[src/rtl/if_fetch_queue.sv]
// Instruction-fetch front end: fetch-PC generator with redirect mux, credit-limited
// memory request port with an in-order tag FIFO, and a show-ahead prefetch queue to ID.
module if_fetch_queue #(
    parameter int                ADDR_W   = 32,
    parameter int                DATA_W   = 32,
    parameter int                DEPTH    = 4,
    parameter int                MAX_OUT  = 2,
    parameter logic [ADDR_W-1:0] RESET_PC = '0
) (
    input  logic                   clk,
    input  logic                   R,
    input  logic [1:0]             redirect_sel,
    input  logic [ADDR_W-1:0]      ta,
    input  logic [ADDR_W-1:0]      alu_out,
    output logic                   imem_req_valid,
    output logic [ADDR_W-1:0]      imem_req_addr,
    input  logic                   imem_req_ready,
    input  logic                   imem_rsp_valid,
    input  logic [DATA_W-1:0]      imem_rsp_data,
    output logic                   id_valid,
    output logic [DATA_W-1:0]      id_instr,
    output logic [ADDR_W-1:0]      id_pc,
    input  logic                   id_ready,
    output logic [$clog2(DEPTH):0] q_count,
    output logic                   spurious_rsp
);

    localparam int PW = $clog2(DEPTH);
    localparam int CW = PW + 1;
    localparam int OW = $clog2(MAX_OUT + 1);
    localparam int TW = (MAX_OUT > 1) ? $clog2(MAX_OUT) : 1;

    // Handshakes: a transfer happens on a rising edge where valid && ready are both high.
    // valid never depends on ready; imem responses carry no ready and arrive in request order.

    logic [ADDR_W-1:0] fetch_pc_q, fetch_pc_d;
    logic [CW-1:0]     count_q, count_d;
    logic [PW-1:0]     rd_ptr_q, rd_ptr_d, wr_ptr_q, wr_ptr_d;
    logic [OW-1:0]     out_q, out_d;
    logic [OW-1:0]     drop_q, drop_d;
    logic              spur_q, spur_d;
    logic [TW-1:0]     tag_wr_q, tag_wr_d, tag_rd_q, tag_rd_d;

    logic [ADDR_W-1:0] tag_q    [MAX_OUT];
    logic [ADDR_W-1:0] q_pc_q   [DEPTH];
    logic [DATA_W-1:0] q_data_q [DEPTH];

    logic redirect, req_valid, acc, rsp_take, rsp_spur, q_push, q_pop;

    always_comb begin
        redirect  = redirect_sel != 2'b00;
        req_valid = !R && !redirect
                    && (32'(count_q) + 32'(out_q) < 32'(DEPTH))
                    && (32'(out_q) < 32'(MAX_OUT));
        acc       = req_valid && imem_req_ready;
        rsp_take  = imem_rsp_valid && (out_q != '0);
        rsp_spur  = imem_rsp_valid && (out_q == '0);
        q_push    = !R && !redirect && rsp_take && (drop_q == '0);
        q_pop     = !redirect && (count_q != '0) && id_ready;
    end

    always_comb begin
        fetch_pc_d = fetch_pc_q;
        count_d    = count_q;
        rd_ptr_d   = rd_ptr_q;
        wr_ptr_d   = wr_ptr_q;
        out_d      = out_q;
        drop_d     = drop_q;
        spur_d     = spur_q | rsp_spur;
        tag_wr_d   = tag_wr_q;
        tag_rd_d   = tag_rd_q;

        if (acc)
            tag_wr_d = (tag_wr_q == TW'(MAX_OUT - 1)) ? '0 : tag_wr_q + TW'(1);
        if (rsp_take)
            tag_rd_d = (tag_rd_q == TW'(MAX_OUT - 1)) ? '0 : tag_rd_q + TW'(1);

        if (acc && !rsp_take)
            out_d = out_q + OW'(1);
        else if (!acc && rsp_take)
            out_d = out_q - OW'(1);

        if (redirect) begin
            unique case (redirect_sel)
                2'b01:   fetch_pc_d = ta;
                2'b10:   fetch_pc_d = alu_out;
                default: fetch_pc_d = RESET_PC;
            endcase
            // Every response still in flight belongs to the squashed path.
            drop_d   = rsp_take ? out_q - OW'(1) : out_q;
            count_d  = '0;
            rd_ptr_d = '0;
            wr_ptr_d = '0;
        end else begin
            if (acc)
                fetch_pc_d = fetch_pc_q + ADDR_W'(4);
            if (rsp_take && (drop_q != '0))
                drop_d = drop_q - OW'(1);
            if (q_push)
                wr_ptr_d = wr_ptr_q + PW'(1);
            if (q_pop)
                rd_ptr_d = rd_ptr_q + PW'(1);
            if (q_push && !q_pop)
                count_d = count_q + CW'(1);
            else if (!q_push && q_pop)
                count_d = count_q - CW'(1);
        end
    end

    always_ff @(posedge clk) begin
        if (R) begin
            fetch_pc_q <= RESET_PC;
            count_q    <= '0;
            rd_ptr_q   <= '0;
            wr_ptr_q   <= '0;
            out_q      <= '0;
            drop_q     <= '0;
            spur_q     <= 1'b0;
            tag_wr_q   <= '0;
            tag_rd_q   <= '0;
        end else begin
            fetch_pc_q <= fetch_pc_d;
            count_q    <= count_d;
            rd_ptr_q   <= rd_ptr_d;
            wr_ptr_q   <= wr_ptr_d;
            out_q      <= out_d;
            drop_q     <= drop_d;
            spur_q     <= spur_d;
            tag_wr_q   <= tag_wr_d;
            tag_rd_q   <= tag_rd_d;
        end
    end

    always_ff @(posedge clk) begin
        if (acc)
            tag_q[tag_wr_q] <= fetch_pc_q;
        if (q_push) begin
            q_pc_q[wr_ptr_q]   <= tag_q[tag_rd_q];
            q_data_q[wr_ptr_q] <= imem_rsp_data;
        end
    end

    always_comb begin
        imem_req_valid = req_valid;
        imem_req_addr  = R ? RESET_PC : fetch_pc_q;
        id_valid       = !R && (count_q != '0);
        id_instr       = q_data_q[rd_ptr_q];
        id_pc          = q_pc_q[rd_ptr_q];
        q_count        = R ? '0 : count_q;
        spurious_rsp   = spur_q;
    end

endmodule

[config.mk]
export PLATFORM = sky130hd
export DESIGN_NAME = if_fetch_queue
export DESIGN_NICKNAME = d
export VERILOG_FILES = /design/src/rtl/if_fetch_queue.sv
export SDC_FILE = /design/constraint.sdc
export NUM_CORES = 1
export LEC_CHECK = 0
export ABC_AREA = 1
export ABC_CLOCK_PERIOD_IN_PS = 9600
export BUFFER_PORTS_ARGS = -buffer_cell sky130_fd_sc_hd__buf_4
export CORE_ASPECT_RATIO = 0.7
export CORE_MARGIN = 4
export CORE_UTILIZATION = 40
export DETAILED_ROUTE_END_ITERATION = 8
export PLACE_DENSITY_LB_ADDON = 0.05
export RECOVER_POWER = 50
export SLEW_MARGIN = 10
export SYNTH_ARGS = -nofsm -noshare
export SYNTH_HDL_FRONTEND = slang
export SYNTH_SLANG_ARGS = --single-unit
[constraint.sdc]
create_clock -name clk -period 9.6 [get_ports clk]
set_input_delay 1.92 -clock clk [delete_from_list [all_inputs] [get_ports clk]]
set_output_delay 1.92 -clock clk [all_outputs]
set_load 0.05 [all_outputs]
==> run_results.csv, run 1 <==
group,metric,value,unit
run_status,status,"finished with violations",
run_status,violations,"capacitance limit, slew limit",
sta,relSlewSlack,-36.2,%
detailed_routing,vias,10500,
flow_run,drv_cap,4,
detailed_routing,ant_nets,0,
clocking,cts_resized,0,
global_route,grt_max_degree,107,
sta,tightest_slew,2.04,ns
pwr,pwr-share-comb,6.5,%
detailed_routing,viasPerCell,5.17,
setup_path,cp_common_cell,"nor2_1",
clocking,clkSinkCount,369,
sta,setup_tns,0,ns
floorplan,fp.dieW,242,um
clocking,clockRootBuffer,"clkbuf_16",
clocking,h-tree-depth,2,
pwr,power_per_cell_area,186,mW/mm^2
clocking,cts_tree,"done",
global_route,grt_overflow,0,
global_route,grt_pass1_wl,59.5,mm
floorplan,num_rows,59,
setup_path,worstSetupEndpointType,"primary output",
detailed_routing,drtIter0Drc,641,
floorplan,start_util,40.9,%
yosys,synth_edf_count,320,
clocking,post_cts_buffers,0,
setup_path,slowest_stage,"clkbuf_1",
setup_path,path_max_fanout,44,
pwr,switchingPower,0.000754,W
yosys,syn_area_per_cell,11.5,sq um
yosys,synth_ff_type,"edfxtp_1",
yosys,yosysSeqAreaShare,69.3,%
pwr,peakVddDrop,148,uV
sta,fmax,0.154,GHz
clocking,clk_pin_slew_worst_paths,0.05,ns
yosys,synthesis.area,0.0153,sq mm
global_route,grt_pass1_vias,10000,
final_layout,fin_util,48.8,%
clocking,postCtsHoldBufs,0,
yosys,synth_area_leaders,"edfxtp_1 63%, dfxtp_1 6.4%, nor2_1 6.1%",
sta,fin_skew,0.0182,ns
setup_path,crit_chain,"clkbuf_1, nor2_1, nand2_2, nor2_1, buf_4",
final_layout,area_growth,19.4,%
sta,slew_violations,145,
setup_path,max_stage_delay,1.42,ns
clocking,cts_buffer_depth,3,
floorplan,num_io_pins,205,
detailed_routing,drc_errors,0,
place,gp_congestion,0.892,
yosys,synth_common_cells,"320 x edfxtp_1, 249 x nor2_1, 173 x o21ai_0",
global_route,grt_use_total,18.1,%
yosys,synth_nets,1447,
yosys,async_flop_share,0,%
final_layout,layout-drive-gt1-share,16.0,%
detailed_routing,wl_per_cell,18.8,um
sta,rsz0062_at_grt,"no",
floorplan,coreArea,0.0374,sq mm
clocking,clock_latency,0.52,ns
final_layout,antenna_cells,0,
yosys,yosysTopAreaCell,"edfxtp_1",
yosys,synthCells,1330,
pwr,p_seq_share,52.7,%
pwr,p_clk_share,40.8,%
detailed_routing,wirelength,38.3,mm
yosys,yosys.cell_count.top_type,"edfxtp_1",
sta,setup_viol,0,
worst_hold_path,min_path_type,"reg -> reg",
yosys,synth_top_area_share,62.8,%
final_layout,nets,1634,
yosys,ys_types,32,
yosys,synth-seq-cells,369,
setup_path,critPathLaunchType,"input pin",
floorplan,dieHeight,172,um
sta,finalCriticalPeriod,6.50,ns
detailed_routing,dr.pass1.iters,5,
sta,fin_crit_sh,67.8,%
place,dpl.hpwl,23.8,mm
global_route,antenna_found_initial,0,
pwr,power.internal,0.00265,W
setup_path,crit_required,7.68,ns
yosys,ys_warn_count,0,
setup_path,criticalPathCategory,"in -> out",
setup_path,cp_data_arrival_time,4.58,ns
floorplan,dieArea,0.0415,sq mm
pwr,switching_share,22.1,%
place,port_buffers,204,
sta,hold_viol_final,0,
pwr,power_leakage,6.39,nW
clocking,cts_buffers,38,
==> power by group through the flow <==
stage / combinational [W] / sequential (W) / clock (W)
detailed placement: 0.000237 / 0.00183 / 0
global route: 0.000246 / 0.00180 / 0.00151
finish: 0.000221 / 0.00179 / 0.00139
global placement: 0.000236 / 0.00183 / 0
floorplan: 0.000145 / 0.00182 / 0
CTS: 0.000238 / 0.00179 / 0.00143
==> metal layers <==
layer,global-route usage [%],wire (um),up-vias
met3,3.74,2070,34
met5,0,0,-
met4,3.76,456,0
li1,-,-,5098
met2,28.6,17500,227
met1,26.3,18300,5132
==> cell usage in the layout (no fill, tap or decap), types with 3 or more instances in the layout <==
cell	instances
inv_1	67
nor3_1	4
mux2_1	32
xor2_1	5
clkinvlp_4	3
clkinv_2	9
o21ai_0	173
clkbuf_16	39
o22ai_1	64
nand2_1	165
nand3_1	21
buf_4	179
clkinv_1	3
o211ai_1	5
nor2_1	247
a22o_1	16
clkbuf_1	45
nor2_4	3
o21a_1	4
dfxtp_1	47
ha_1	12
edfxtp_1	320
a21oi_1	60
==> state kept, by name, indices dropped and copies added, names as in the netlist, 3 cells and up, named ones only <==
register,count
count_q,3
fetch_pc_q,32
q_data_q,128
q_pc_q,128
tag_q,64
==> logic make-up (layout without fill, tap and decap cells) <==
| family | after synthesis | count (layout) | synth area share, % |
|---|---|---|---|
| AOI/OAI and AO/OA | 326 | 326 | 11.8 |
| xor gates and xnor gates | 6 | 6 | 0.344 |
| adders and majority gates | 14 | 14 | 1.19 |
| buffers and inverters | 140 | 353 | 3.62 |
| DFF | 369 | 369 | 69.3 |
| muxes | 32 | 32 | 2.36 |
| and+or+nand+nor | 443 | 443 | 11.4 |
==> worst paths after layout <==
path                                  start             end  slack, ns  depth (start not counted)
worst min register to register  rd_ptr_q[1]            flop       0.47                          2
worst max-delay path                      R  imem_req_valid       3.10                          5
worst max register to register   count_q[1]   fetch_pc_q[7]       5.76                         10
worst min-delay path            rd_ptr_q[1]            flop       0.47                          2
==> critical path: cells and delay by family <==
kind | cells | cell delay (ns)
buffers and inverters | 2 | 1.61
and+or+nand+nor | 3 | 1.01
==> cell type report <==
cell class	instances	area [sq um]
sequential	369	10600
tap	488	611
clock buffer	47	1010
inverter	71	272
clock inverter	19	156
fill	3404	19200
multi-input combinational	821	4130
timing repair buffer	216	1480
==> stage by stage <==
step | hold slack [ns] | power, W | instances | area, sq um | worst slack (ns)
2_1_floorplan | 0.426 | 0.00197 | 1330 | 15300 | 3.85
3_5_place_dp | 0.454 | 0.00207 | 1965 | 17300 | 4.21
6_report | 0.474 | 0.00340 | 2031 | 18300 | 3.10
3_3_place_gp | 0.456 | 0.00206 | 1965 | 17300 | 4.25
4_1_cts | 0.482 | 0.00347 | 2031 | 18400 | 4.21
5_1_grt | 0.502 | 0.00355 | 2031 | 18300 | 2.63
No activity file was read; power rests on OpenSTA's default activity.
==> run 2, diff against run 1 <==
Settings changed: ABC_AREA 1 to 0, ABC_CLOCK_PERIOD_IN_PS 9600 to 6500.
Clock period 9.6 ns to 6.5 ns, I/O delays scaled along.
==> run_results.csv, run 2 <==
group,metric,value,unit
setup_path,r2r.worst_path.cells,7,
pwr,power_per_cell_area,295,mW/mm^2
sta,setup_viol,0,
global_route,grt_use_total,16.9,%
final_layout,fin_area,0.0177,sq mm
sta,slew_violations,76,
setup_path,timing.rr.end,"q_pc_q[0][20]",
sta,hold_viol_final,0,
yosys,synth_top_area_share,65.5,%
yosys,yosysSeqAreaShare,72.2,%
detailed_routing,wl_per_cell,21.8,um
flow_run,drv_cap,2,
sta,finalCriticalPeriod,5.07,ns
final_layout,nets,1170,
clocking,post_cts_buffers,0,
pwr,peakVddDrop,136,uV
yosys,ys_warn_count,0,
run_status,violations,"capacitance limit, slew limit",
sta,relSlewSlack,-57.2,%
sta,fin_skew,0.0127,ns
place,port_buffers,204,
clocking,cts_resized,0,
final_layout,antenna_cells,0,
setup_path,startpoint,"redirect_sel[1]",
setup_path,cp_data_arrival_time,5.25,ns
clocking,cts_tree,"done",
yosys,synth-seq-cells,369,
pwr,power.internal,0.00405,W
sta,holdWs,0.472,ns
place,dpl.hpwl,21.9,mm
floorplan,start_util,40.7,%
run_status,status,"finished with violations",
final_layout,layout-drive-gt1-share,26.0,%
place,gp_congestion,0.815,
pwr,pwr-share-comb,8.4,%
worst_hold_path,min_path_type,"reg -> reg",
global_route,grt_pass1_wl,52.1,mm
pwr,switchingPower,0.00116,W
global_route,grt_pass1_vias,8508,
yosys,yosys.cell_count.top_type,"edfxtp_1",
sta,tightest_slew,2.36,ns
yosys,synth_nets,958,
yosys,syn_area_per_cell,17.4,sq um
global_route,grt_overflow,0,
global_route,antenna_found_initial,0,
sta,setup_tns,0,ns
setup_path,worstSetupEndpointType,"flop",
pwr,p_seq_share,51.5,%
setup_path,r2r_start,"out_q[1]",
pwr,p_clk_share,40.1,%
sta,rsz0062_at_grt,"no",
clocking,cts_buffers,37,
clocking,postCtsHoldBufs,0,
worst_hold_path,min-delay-start,"spurious_rsp",
floorplan,dieArea,0.0399,sq mm
final_layout,layout_commonest_cell,"edfxtp_1",
yosys,synth_common_cells,"320 x edfxtp_1, 64 x mux4_2, 49 x dfxtp_1",
detailed_routing,vias,8144,
detailed_routing,drc_errors,0,
yosys,async_flop_share,0,%
yosys,yosysTopAreaCell,"edfxtp_1",
sta,finalWorstSetupSlack,1.43,ns
pwr,switching_share,22.3,%
floorplan,dieHeight,168,um
worst_hold_path,holdPathEnd,"spurious_rsp",
clocking,clock_latency,0.53,ns
detailed_routing,wirelength,34.1,mm
yosys,ys_types,47,
floorplan,num_io_pins,205,
detailed_routing,dr.pass1.iters,5,
detailed_routing,drtIter0Drc,526,
pwr,power_leakage,5.85,nW
place,place_ws,1.77,ns
clocking,clkSinkCount,369,
setup_path,criticalPathCategory,"in -> reg",
yosys,synth_edf_count,320,
setup_path,r2r_slack,2.07,ns
clocking,h-tree-depth,2,
yosys,synthCells,841,
final_layout,final_cell_mix,"320 x edfxtp_1, 151 x buf_4, 76 x clkbuf_1",
detailed_routing,ant_nets,0,
floorplan,num_rows,58,
sta,fin_crit_sh,78.0,%
floorplan,fp.dieW,237,um
worst_hold_path,min_delay_path_depth,2,
setup_path,critPathLaunchType,"input pin",
setup_path,path_max_fanout,42,
floorplan,coreArea,0.0361,sq mm
detailed_routing,viasPerCell,5.22,
sta,fmax,0.197,GHz
place,dpl-instance-area,0.0167,sq mm
final_layout,reg_top3,"q_data_q: 128 flops, q_pc_q: 128 flops, tag_q: 64 flops",
clocking,cts_buffer_depth,3,
clocking,clockRootBuffer,"clkbuf_16",
yosys,synth_ff_type,"edfxtp_1",
setup_path,crit_required,6.68,ns
global_route,grt_max_degree,62,
yosys,synthesis.area,0.0147,sq mm
clocking,clk_pin_slew_worst_paths,0.06,ns
yosys,synth_area_leaders,"edfxtp_1 65%, mux4_2 9.8%, dfxtp_1 6.7%",
final_layout,area_growth,20.4,%
run 2: final cells by class:
cell class | instances | area [sq um]
multi-input cells | 412 | 3840
fillers | 3115 | 18400
inverters | 15 | 57.6
flip-flops and latches | 369 | 10600
repair buffers | 218 | 1390
well taps | 480 | 601
clock inverters | 16 | 151
clock buffers | 51 | 1030
run 2: power by group through the flow:
stage               clock (W)  sequential [W]  combinational [W]
detailed placement          0         0.00273           0.000473
CTS                   0.00215         0.00268           0.000475
global placement            0         0.00273           0.000474
global route          0.00226         0.00269           0.000486
finish                0.00209         0.00268           0.000437
floorplan                   0         0.00273           0.000305
run 2: worst max-delay path by stage:
| stage | endpoint |
|---|---|
| after global placement | tag_q[0][17] |
| final | q_pc_q[0][20] |
| after global routing | q_pc_q[0][20] |
| after CTS | imem_req_valid |
| after floorplan | imem_req_valid |
| after detailed placement | tag_q[0][11] |
run 2: kinds of logic after synthesis:
family | synth area share (%)
buffers and inverters | 1.71
AND/OR/NAND/NOR | 6.40
flip-flops | 72.2
XOR/XNOR | 1.67
adder cells (fa/ha/maj) | 1.25
AO/OA/AOI/OAI | 4.37
multiplexers | 12.4
run 2: worst max-delay path, cell delays in order:
cell	delay (ns)
clkbuf_4	0.12
inv_1	0.07
ha_1	0.14
buf_4	0.32
nand2b_1	0.45
nor2_1	0.41
and2_1	1.77
buf_4	0.59
run 2: per-stage QoR:
step | utilization, % | total power (W) | cells
after floorplan | - | 0.00303 | 841
after global placement | 46.4 | 0.00321 | 1494
after detailed placement | 46.4 | 0.00321 | 1494
after CTS | 49.7 | 0.00531 | 1561
after global routing | 49.0 | 0.00543 | 1561
final | 49.0 | 0.00521 | 1561
run 2: per-layer routing:
layer  GRT usage (%)  up-vias  routed length, um
met4            4.13        0                570
met2            26.3      216              15700
met1            24.9     4131              16000
met5               0        -                  0
li1                -     3751                  -
met3            3.24       46               1780
==> run 3, diff against run 2 <==
Settings changed: ABC_AREA 0 to 1, ABC_CLOCK_PERIOD_IN_PS 6500 to 5150.
Clock period 6.5 ns to 5.15 ns, I/O delays scaled along.
==> run_results.csv, run 3 (synthesis results as in run 1) <==
group,metric,value,unit
detailed_routing,vias,10500,
detailed_routing,drtIter0Drc,758,
sta,relSlewSlack,-56.5,%
clocking,post_cts_buffers,0,
setup_path,criticalPathCategory,"in -> out",
global_route,grt_pass1_wl,60.3,mm
setup_path,worstSetupEndpointType,"primary output",
run_status,violations,"capacitance limit, slew limit",
setup_path,cp_data_arrival_time,3.30,ns
sta,finalCriticalPeriod,4.33,ns
place,dpl.hpwl,25.4,mm
floorplan,dieHeight,172,um
sta,tightest_slew,2.35,ns
final_layout,reg_top3,"q_data_q: 128 flops, q_pc_q: 128 flops, tag_q: 64 flops",
pwr,switchingPower,0.00143,W
global_route,grt_overflow,0,
run_status,status,"finished with violations",
setup_path,critPathLaunchType,"input pin",
detailed_routing,wl_per_cell,19.1,um
setup_path,crit_chain,"clkbuf_1, nor2_8, nand2_1, nor2_1, buf_4",
pwr,power_leakage,6.50,nW
final_layout,stdcell_count,2039,
global_route,grt_max_degree,101,
pwr,power.internal,0.00505,W
final_layout,fin_util,49.3,%
final_layout,layout-drive-gt1-share,16.6,%
setup_path,crit_required,4.12,ns
final_layout,area_growth,20.7,%
sta,setup_tns,0,ns
clocking,clkSinkCount,369,
global_route,antenna_found_initial,0,
clocking,clk_pin_slew_worst_paths,0.06,ns
clocking,cts_buffer_depth,3,
detailed_routing,ant_nets,0,
pwr,peakVddDrop,229,uV
setup_path,max_stage_delay,1.63,ns
clocking,clock_latency,0.53,ns
final_layout,final_cell_mix,"320 x edfxtp_1, 246 x nor2_1, 185 x buf_4",
place,dp_cells,1974,
pwr,p_clk_share,42.0,%
floorplan,fp.dieW,242,um
pwr,pwr-share-comb,6.4,%
detailed_routing,wirelength,38.9,mm
place,gp_congestion,0.890,
clocking,cts_buffers,37,
sta,fin_skew,0.0109,ns
sta,finalWorstSetupSlack,0.822,ns
worst_hold_path,min_path_type,"reg -> reg",
sta,setup_viol,0,
clocking,cts_tree,"done",
sta,hold_viol_final,0,
setup_path,path_max_fanout,44,
pwr,power_per_cell_area,351,mW/mm^2
floorplan,start_util,40.9,%
global_route,grt_use_total,18.4,%
detailed_routing,drc_errors,0,
pwr,switching_share,22.0,%
setup_path,crit_family,"buffers and inverters",
clocking,cts_resized,0,
setup_path,worst-path-buf-inv,2,
detailed_routing,dr.pass1.iters,5,
setup_path,slowest_stage,"clkbuf_1",
global_route,grt_pass1_vias,10200,
floorplan,coreArea,0.0374,sq mm
sta,holdWs,0.462,ns
sta,slew_violations,78,
final_layout,antenna_cells,0,
clocking,h-tree-depth,2,
clocking,clockRootBuffer,"clkbuf_16",
floorplan,num_rows,59,
final_layout,layout_commonest_cell,"edfxtp_1",
floorplan,dieArea,0.0415,sq mm
place,place_ws,1.63,ns
pwr,p_seq_share,51.6,%
final_layout,nets,1642,
clocking,postCtsHoldBufs,0,
sta,rsz0062_at_grt,"no",
sta,fmax,0.231,GHz
place,port_buffers,204,
flow_run,drv_cap,2,
floorplan,num_io_pins,205,
detailed_routing,viasPerCell,5.13,
sta,fin_crit_sh,84.0,%
run 3: changes by cell type in the layout (fill, tap and decap cells not counted), moves of 26 or more:
cell	delta
clkbuf_1	-33
nand2_1	+148
a21oi_1	+40
a22oi_1	-26
mux4_2	-64
buf_4	+34
nor2_1	+201
o22ai_1	+48
nor2b_1	-35
inv_1	+53
o21ai_0	+164
run 3: area by class of cell:
type / count / area [sq um]
fill: 3425 / 19000
sequential: 369 / 10600
multi-input combinational: 821 / 4150
timing repair buffer: 225 / 1610
clock buffer: 48 / 1020
tap: 488 / 611
inverter: 71 / 273
clock inverter: 17 / 193
run 3: path summary, 6_finish.rpt:
check	from	endpoint	slack [ns]	cells past startpoint
worst min register to register	rd_ptr_q[1]	flop	0.46	2
worst max-delay path	R	imem_req_valid	0.82	5
worst max register to register	out_q[0]	q_data_q[3][27]	2.02	8
worst min-delay path	rd_ptr_q[1]	flop	0.46	2
run 3: metal layers:
metal,up-vias,GRT usage [%],routed length (um)
met1,5117,27.0,18900
met2,208,29.1,17700
met5,-,0,0
met4,0,3.63,524
li1,5101,-,-
met3,39,3.46,1850
run 3: worst min-delay path: cells and delay by family (launching register included):
kind / cells / cell delay, ns
compound gates: 1 / 0.07
buf+inv: 1 / 0.05
flops: 1 / 0.29
run 3: stage by stage:
step	power, W	area (sq um)
after floorplan	0.00367	15300
final	0.00648	18400
after detailed placement	0.00385	17400
after CTS	0.00658	18600
after global routing	0.00674	18400
after global placement	0.00385	17400
run 3: power by group through the flow:
stage | sequential (W) | combinational (W) | clock (W)
final | 0.00334 | 0.000417 | 0.00272
after global placement | 0.00341 | 0.000444 | 0
after detailed placement | 0.00341 | 0.000446 | 0
after CTS | 0.00334 | 0.000448 | 0.00279
after global routing | 0.00335 | 0.000461 | 0.00293
after floorplan | 0.00340 | 0.000270 | 0
